`config.mk`:
```
export PLATFORM = sky130hd
export DESIGN_NAME = cla_mul_seq_flat
export DESIGN_NICKNAME = d
export VERILOG_FILES = /design/src/rtl/cla_mul_seq_pkg.sv /design/src/rtl/cla_mul_seq_if.sv /design/src/rtl/cla_mul_seq_cla.sv /design/src/rtl/cla_mul_seq.sv /design/src/flat_wrapper.sv
export SDC_FILE = /design/constraint.sdc
export NUM_CORES = 1
export LEC_CHECK = 0
export CAP_MARGIN = 30
export CORE_ASPECT_RATIO = 0.75
export CORE_MARGIN = 3
export CORE_UTILIZATION = 50
export CTS_CLUSTER_DIAMETER = 100
export CTS_CLUSTER_SIZE = 12
export DETAILED_ROUTE_END_ITERATION = 10
export PLACE_DENSITY_LB_ADDON = 0.25
export SYNTH_ARGS = -nofsm -noshare
export SYNTH_HDL_FRONTEND = slang
export SYNTH_SLANG_ARGS = --single-unit
```
`constraint.sdc`:
```
create_clock -name iClk -period 4.1 [get_ports iClk]
set_clock_uncertainty 0.15 [all_clocks]
set_input_delay 1.025 -clock iClk [delete_from_list [all_inputs] [get_ports iClk]]
set_output_delay 1.025 -clock iClk [all_outputs]
set_load 0.005 [all_outputs]
```
`src/rtl/cla_mul_seq_pkg.sv`:
```
// Shared types and constants for the sequential CLA multiplier.
// Holds the FSM state encoding, iteration/latency constants and CLA bundle.
package cla_mul_seq_pkg;

  localparam int XLEN        = 32;
  localparam int MUL_ITERS   = 32;
  localparam int MUL_LATENCY = 36;
  localparam int CNT_W       = 5;

  typedef enum logic [2:0] {
    ST_IDLE   = 3'd0,
    ST_NEG_A  = 3'd1,
    ST_NEG_B  = 3'd2,
    ST_MUL    = 3'd3,
    ST_FIX_LO = 3'd4,
    ST_FIX_HI = 3'd5
  } state_e;

  typedef struct packed {
    logic [XLEN-1:0] x;
    logic [XLEN-1:0] y;
    logic            cin;
  } cla_in_t;

endpackage

```
`src/rtl/cla_mul_seq_if.sv`:
```
// Start/busy/done handshake and operand/result bus of the multiplier.
// master drives iStart/iSigned/iA/iB; slave drives oBusy/oDone/oHi/oLo.
interface cla_mul_seq_if #(
  parameter int WIDTH = 32
);
  logic             iStart;
  logic             iSigned;
  logic [WIDTH-1:0] iA;
  logic [WIDTH-1:0] iB;
  logic             oBusy;
  logic             oDone;
  logic [WIDTH-1:0] oHi;
  logic [WIDTH-1:0] oLo;

  modport master (
    output iStart, iSigned, iA, iB,
    input  oBusy, oDone, oHi, oLo
  );

  modport slave (
    input  iStart, iSigned, iA, iB,
    output oBusy, oDone, oHi, oLo
  );
endinterface

```
`src/rtl/cla_mul_seq_cla.sv`:
```
// Single-cycle carry-lookahead adder, 4-bit lookahead groups.
// Ports: iX/iY/iCarry in; oS, oCarry, oOverflow, oZero, oNegative out.
module cla_mul_seq_cla #(
  parameter int WIDTH = 32
) (
  input  logic [WIDTH-1:0] iX,
  input  logic [WIDTH-1:0] iY,
  input  logic             iCarry,
  output logic [WIDTH-1:0] oS,
  output logic             oCarry,
  output logic             oOverflow,
  output logic             oZero,
  output logic             oNegative
);

  localparam int NGRP = WIDTH / 4;

  logic [WIDTH-1:0] g;
  logic [WIDTH-1:0] p;
  logic [WIDTH:0]   c;

  assign g = iX & iY;
  assign p = iX ^ iY;

  // Carries inside a group are fully expanded from the group carry-in;
  // the group carry-out uses group generate/propagate.
  always_comb begin
    c = '0;
    c[0] = iCarry;
    for (int k = 0; k < NGRP; k++) begin
      c[4*k+1] = g[4*k]
               | (p[4*k] & c[4*k]);
      c[4*k+2] = g[4*k+1]
               | (p[4*k+1] & g[4*k])
               | (p[4*k+1] & p[4*k] & c[4*k]);
      c[4*k+3] = g[4*k+2]
               | (p[4*k+2] & g[4*k+1])
               | (p[4*k+2] & p[4*k+1] & g[4*k])
               | (p[4*k+2] & p[4*k+1] & p[4*k]
                  & c[4*k]);
      c[4*k+4] = g[4*k+3]
               | (p[4*k+3] & g[4*k+2])
               | (p[4*k+3] & p[4*k+2] & g[4*k+1])
               | (p[4*k+3] & p[4*k+2] & p[4*k+1]
                  & g[4*k])
               | (p[4*k+3] & p[4*k+2] & p[4*k+1]
                  & p[4*k] & c[4*k]);
    end
  end

  assign oS        = p ^ c[WIDTH-1:0];
  assign oCarry    = c[WIDTH];
  assign oOverflow = c[WIDTH] ^ c[WIDTH-1];
  assign oZero     = (oS == '0);
  assign oNegative = oS[WIDTH-1];

endmodule

```
`src/rtl/cla_mul_seq.sv`:
```
// Iterative 32x32->64 shift-add multiplier built around one CLA.
// Ports: iClk, iRst (sync, active-high), bus (slave: start/operands, busy/done/HI/LO).
module cla_mul_seq
  import cla_mul_seq_pkg::*;
#(
  parameter int WIDTH     = 32,
  parameter bit SIGNED_EN = 1'b1
) (
  input  logic         iClk,
  input  logic         iRst,
  cla_mul_seq_if.slave bus
);

  state_e           state_q, state_d;
  logic [CNT_W-1:0] cnt_q, cnt_d;
  logic [WIDTH-1:0] m_q, m_d;
  logic [WIDTH-1:0] p_hi_q, p_hi_d;
  logic [WIDTH-1:0] p_lo_q, p_lo_d;
  logic             sgn_q, sgn_d;
  logic             neg_q, neg_d;
  logic             c_q, c_d;
  logic             busy_q, busy_d;
  logic             done_q, done_d;
  logic [WIDTH-1:0] hi_q, hi_d;
  logic [WIDTH-1:0] lo_q, lo_d;

  cla_in_t          cla_in;
  logic [WIDTH-1:0] cla_s;
  logic             cla_co;
  logic             unused_ovf;
  logic             unused_zero;
  logic             unused_neg;

  cla_mul_seq_cla #(
    .WIDTH(WIDTH)
  ) u_cla (
    .iX       (cla_in.x),
    .iY       (cla_in.y),
    .iCarry   (cla_in.cin),
    .oS       (cla_s),
    .oCarry   (cla_co),
    .oOverflow(unused_ovf),
    .oZero    (unused_zero),
    .oNegative(unused_neg)
  );

  always_ff @(posedge iClk) begin
    if (iRst) begin
      state_q <= ST_IDLE;
      cnt_q   <= '0;
      m_q     <= '0;
      p_hi_q  <= '0;
      p_lo_q  <= '0;
      sgn_q   <= 1'b0;
      neg_q   <= 1'b0;
      c_q     <= 1'b0;
      busy_q  <= 1'b0;
      done_q  <= 1'b0;
      hi_q    <= '0;
      lo_q    <= '0;
    end else begin
      state_q <= state_d;
      cnt_q   <= cnt_d;
      m_q     <= m_d;
      p_hi_q  <= p_hi_d;
      p_lo_q  <= p_lo_d;
      sgn_q   <= sgn_d;
      neg_q   <= neg_d;
      c_q     <= c_d;
      busy_q  <= busy_d;
      done_q  <= done_d;
      hi_q    <= hi_d;
      lo_q    <= lo_d;
    end
  end

  // A is parked in M and B in P_lo on accept; the NEG states
  // then replace them in place by their magnitudes.
  always_comb begin
    state_d = state_q;
    cnt_d   = cnt_q;
    m_d     = m_q;
    p_hi_d  = p_hi_q;
    p_lo_d  = p_lo_q;
    sgn_d   = sgn_q;
    neg_d   = neg_q;
    c_d     = c_q;
    busy_d  = busy_q;
    done_d  = 1'b0;
    hi_d    = hi_q;
    lo_d    = lo_q;
    cla_in  = '0;

    unique case (state_q)
      ST_IDLE: begin
        if (bus.iStart) begin
          m_d     = bus.iA;
          p_lo_d  = bus.iB;
          sgn_d   = bus.iSigned & SIGNED_EN;
          neg_d   = sgn_d
                  & (bus.iA[WIDTH-1] ^ bus.iB[WIDTH-1]);
          busy_d  = 1'b1;
          state_d = ST_NEG_A;
        end
      end
      ST_NEG_A: begin
        cla_in.x   = ~m_q;
        cla_in.cin = 1'b1;
        if (sgn_q & m_q[WIDTH-1]) begin
          m_d = cla_s;
        end
        state_d = ST_NEG_B;
      end
      ST_NEG_B: begin
        cla_in.x   = ~p_lo_q;
        cla_in.cin = 1'b1;
        if (sgn_q & p_lo_q[WIDTH-1]) begin
          p_lo_d = cla_s;
        end
        p_hi_d  = '0;
        cnt_d   = '0;
        state_d = ST_MUL;
      end
      ST_MUL: begin
        cla_in.x = p_hi_q;
        cla_in.y = p_lo_q[0] ? m_q : '0;
        // 65-bit {carry,sum,P_lo} shifted right by one
        p_hi_d = {cla_co, cla_s[WIDTH-1:1]};
        p_lo_d = {cla_s[0], p_lo_q[WIDTH-1:1]};
        cnt_d  = cnt_q + 1'b1;
        if (cnt_q == CNT_W'(MUL_ITERS - 1)) begin
          state_d = ST_FIX_LO;
        end
      end
      ST_FIX_LO: begin
        cla_in.x   = ~p_lo_q;
        cla_in.cin = 1'b1;
        if (neg_q) begin
          p_lo_d = cla_s;
          c_d    = cla_co;
        end else begin
          c_d = 1'b0;
        end
        state_d = ST_FIX_HI;
      end
      ST_FIX_HI: begin
        cla_in.x   = ~p_hi_q;
        cla_in.cin = c_q;
        hi_d    = neg_q ? cla_s : p_hi_q;
        lo_d    = p_lo_q;
        done_d  = 1'b1;
        busy_d  = 1'b0;
        state_d = ST_IDLE;
      end
      default: begin
        state_d = ST_IDLE;
        busy_d  = 1'b0;
      end
    endcase
  end

  assign bus.oBusy = busy_q;
  assign bus.oDone = done_q;
  assign bus.oHi   = hi_q;
  assign bus.oLo   = lo_q;

endmodule

```
`src/flat_wrapper.sv`:
```
// flat-port wrapper written by rule: the top's interface ports become plain ports
module cla_mul_seq_flat import cla_mul_seq_pkg::*;
#(
  parameter int WIDTH     = 32,
  parameter bit SIGNED_EN = 1'b1
)
  (iClk, iRst, bus_iStart, bus_iSigned, bus_iA, bus_iB, bus_oBusy, bus_oDone, bus_oHi, bus_oLo);
  cla_mul_seq_if #(.WIDTH(WIDTH)) bus_i ();
  input  logic iClk;
  input  logic iRst;
  input wire logic [$bits(bus_i.iStart)-1:0] bus_iStart;
  input wire logic [$bits(bus_i.iSigned)-1:0] bus_iSigned;
  input wire logic [$bits(bus_i.iA)-1:0] bus_iA;
  input wire logic [$bits(bus_i.iB)-1:0] bus_iB;
  output wire logic [$bits(bus_i.oBusy)-1:0] bus_oBusy;
  output wire logic [$bits(bus_i.oDone)-1:0] bus_oDone;
  output wire logic [$bits(bus_i.oHi)-1:0] bus_oHi;
  output wire logic [$bits(bus_i.oLo)-1:0] bus_oLo;
  assign bus_i.iStart = bus_iStart;
  assign bus_i.iSigned = bus_iSigned;
  assign bus_i.iA = bus_iA;
  assign bus_i.iB = bus_iB;
  assign bus_oBusy = bus_i.oBusy;
  assign bus_oDone = bus_i.oDone;
  assign bus_oHi = bus_i.oHi;
  assign bus_oLo = bus_i.oLo;
  cla_mul_seq #(.WIDTH(WIDTH), .SIGNED_EN(SIGNED_EN)) u_core (.iClk(iClk), .iRst(iRst), .bus(bus_i));
endmodule
```
==> results.md <==
* Ant diodes at 0
* Vias per std cell at 6.41
* RSZ-0062 raised after global routing: yes
* IO Pins at 134
* Avg Inst Size Synth at 7.80 sq um
* Crit-path max FO at 8
* Final worst-path cycle share at 0.986
* Largest net degree at the start of global routing at 87
* Global placement routability congestion at 0.948
* First drt pass iteration count at 6
* Leakage power at 0.00502 uW
* Register Area at 0.00347 sq mm
* Mapped Area at 0.00989 sq mm
* GR Util All Layers at 0.335
* Slew @ Worst Pin at 1.11 ns
* Die H at 128 um
* Root Buffer: clkbuf_16
* Fin crit period at 4.04 ns
* Starting Density at 0.522
* Avg WL per Cell at 21.7 um
* Final setup fails at 0
* Area of the multi-input gates at 0.00625 sq mm
* # port buffers at 133
* Initial drt markers at 1406
* Flops & latches, synth at 173
* Max-slew violations at 0
* Top FF cell, synth: dfxtp_1
* Worst skew pair latency at 0.44 ns
* Num rows at 43
* Area grow syn2layout at 33.6%
* Placeable core region at 0.0189 sq mm
* Peak supply drop at 0.254 mV
* Final core utilization at 0.698
* MaxCap Viol Count at 0
* Outcome: completed
* Layout fillers at 1554
* Hold WC Path Type: reg -> reg
* Yosys warning total at 0
* Largest cells by area after synthesis: dfxtp_1, nand2_1, a21oi_1, ha_1, nor2_1
* Vias in the first global route at 10100
* Synth top area share at 0.350
* Die Wd at 168 um
* DP HPWL at 25500 um
* Startpoint types: flip-flop
* Synth top cells by count: nand2_1, dfxtp_1, a21oi_1, nor2_1, clkbuf_1
* Vias post-DR at 11000
* # clock sinks at 173
* Slew headroom at 0.260
* DRC viols at 0
* Final WL at 37300 um
* Final instance area at 0.0132 sq mm
* Deepest clock path buffer count at 2
* Fraction of registers with async set or reset after synthesis at 0
* Synth Instances at 1268
* Max Clk Rate at 247 MHz
* Arrival @ worst endpoint at 4.24 ns
* Worst-path clk slew at 0.07 ns
* Nets at 1566
* Detail Route Antenna Nets at 0
* CTS tree: built
* Power per cell area at 350 mW/mm^2
* Share of cells above drive strength 1 at 0.174
* Count leader, synth: nand2_1
* Placed inst area at 0.0122 sq mm
* Total Die Area at 0.0215 sq mm
* Cell variety after synth at 78
* Post-synth EDFFs at 0
* Overflow after GRT at 0
* H-tree Lvls at 4
* Num CTS Buffers at 17
* Worst EP required at 4.30 ns
* Endpoint class of the critical path: flip-flop
* Seq/Total Area, Yosys at 0.350
* Final Hold Viols at 0
* Syn Nets at 1378
* CP Class: reg -> reg
* First-pass GRT wire length at 57100 um
* Initial antenna violation count at 0
* Synth area leader: dfxtp_1
cell usage in the layout (no fill, tap or decap), types with 6 or more instances in the layout:
| cell | instances |
|---|---|
| buf_12 | 6 |
| buf_6 | 10 |
| a222oi_1 | 9 |
| and3_1 | 36 |
| a311oi_1 | 15 |
| a22oi_1 | 17 |
| clkbuf_16 | 18 |
| a221oi_1 | 7 |
| o2111ai_1 | 29 |
| nor2_1 | 110 |
| o21ai_1 | 10 |
| o22ai_1 | 15 |
| nand2b_1 | 11 |
| clkdlybuf4s50_1 | 132 |
| a31oi_1 | 9 |
| a21oi_1 | 115 |
| nand2_1 | 237 |
| o211ai_1 | 26 |
| o21ai_0 | 60 |
| dfxtp_1 | 169 |
| nand3_1 | 27 |
| xnor2_1 | 9 |
| ha_1 | 30 |
| mux2i_1 | 19 |
| a211oi_1 | 26 |
| nor3_1 | 19 |
| buf_4 | 125 |
| a21o_1 | 7 |
| inv_1 | 11 |
logic make-up (layout without fill, tap and decap cells):
logic type	count (synthesis)	after routing	synth area share
DFF	173	173	0.350
and+or+nand+nor	494	494	0.227
adders and majority gates	42	42	0.0592
buffers and inverters	119	320	0.0487
AOI/OAI and AO/OA	402	402	0.277
muxes	21	21	0.0214
xor gates and xnor gates	17	17	0.0158
per-layer routing:
| layer | vias up | track usage | routed length (um) |
|---|---|---|---|
| met2 | 727 | 0.494 | 15800 |
| met4 | 0 | 0.104 | 1190 |
| li1 | 5006 | - | - |
| met3 | 109 | 0.0857 | 4430 |
| met5 | - | 0 | 0 |
| met1 | 5163 | 0.481 | 15900 |
area by class of cell:
cell class | instances | area share
repair buffers | 276 | 0.193
multi-input cells | 976 | 0.473
clock inverters | 12 | 0.0103
well taps | 247 | 0.0234
clock buffers | 20 | 0.0338
inverters | 12 | 0.00341
flip-flops and latches | 173 | 0.263
metrics by stage:
stage	instances	hold slack (ns)	worst slack (ns)	TNS [ns]	power, uW
finish	1716	0.303	0.0557	0	4620
global route	1716	0.323	-0.115	-0.518	4770
CTS	1702	0.302	0.00187	0	4520
detailed placement	1668	0.294	-0.128	-0.491	2870
global placement	1668	0.289	0.0385	0	2850
floorplan	1268	0.278	0.0134	0	2440
timing repair:
action | 4_1_cts | 5_1_grt
pin swaps | 5 | 31
gates cloned | 0 | 1
resized for setup | 10 | 64
setup buffers | 2 | 13
endpoints found under the setup margin | 17 | 55
hold buffers | 0 | 0
sequential cells by signal, indices dropped and copies added, names as in the netlist:
| name | cells |
|---|---|
| u_core.bus.oBusy | 1 |
| u_core.bus.oDone | 1 |
| u_core.bus.oHi | 32 |
| u_core.bus.oLo | 32 |
| u_core.c_q | 1 |
| u_core.cnt_q | 5 |
| u_core.m_q | 32 |
| u_core.neg_q | 1 |
| u_core.p_hi_q | 32 |
| u_core.p_lo_q | 32 |
| u_core.sgn_q | 1 |
| u_core.state_q | 3 |
critical path, stage by stage (launching register included):
cell       delay, ns
dfxtp_4         0.37
buf_8           0.16
nor2_4          0.13
buf_6           0.14
nand2_1         0.06
o2111ai_1       0.13
o21ai_2         0.11
ha_4            0.29
buf_6           0.10
nand4_4         0.13
nor4_4          0.38
buf_4           0.18
a2bb2oi_4       0.07
a31oi_4         0.19
o21ai_1         0.09
nand2b_1        0.13
a21oi_2         0.08
fa_2            0.44
xnor2_4         0.22
a22oi_2         0.12
a311oi_2        0.29
power breakdown:
group / internal, uW / total (uW) / switching [uW] / leakage [uW]
registers: 1760 / 1860 / 98.4 / 0.00141
clock network: 921 / 1670 / 754 / 0.000277
logic: 457 / 1090 / 631 / 0.00334
total: 3140 / 4620 / 1480 / 0.00502
path summary, 6_finish.rpt:
check | startpoint | end | slack [ns] | cells after the start
min | u_core.c_q | u_core.c_q | 0.30 | 2
max reg2reg | u_core.state_q[1] | u_core.p_lo_q[29] | 0.06 | 20
max | u_core.state_q[1] | u_core.p_lo_q[29] | 0.06 | 20
min reg2reg | u_core.c_q | u_core.c_q | 0.30 | 2
Power figures use the tool's default switching activity.
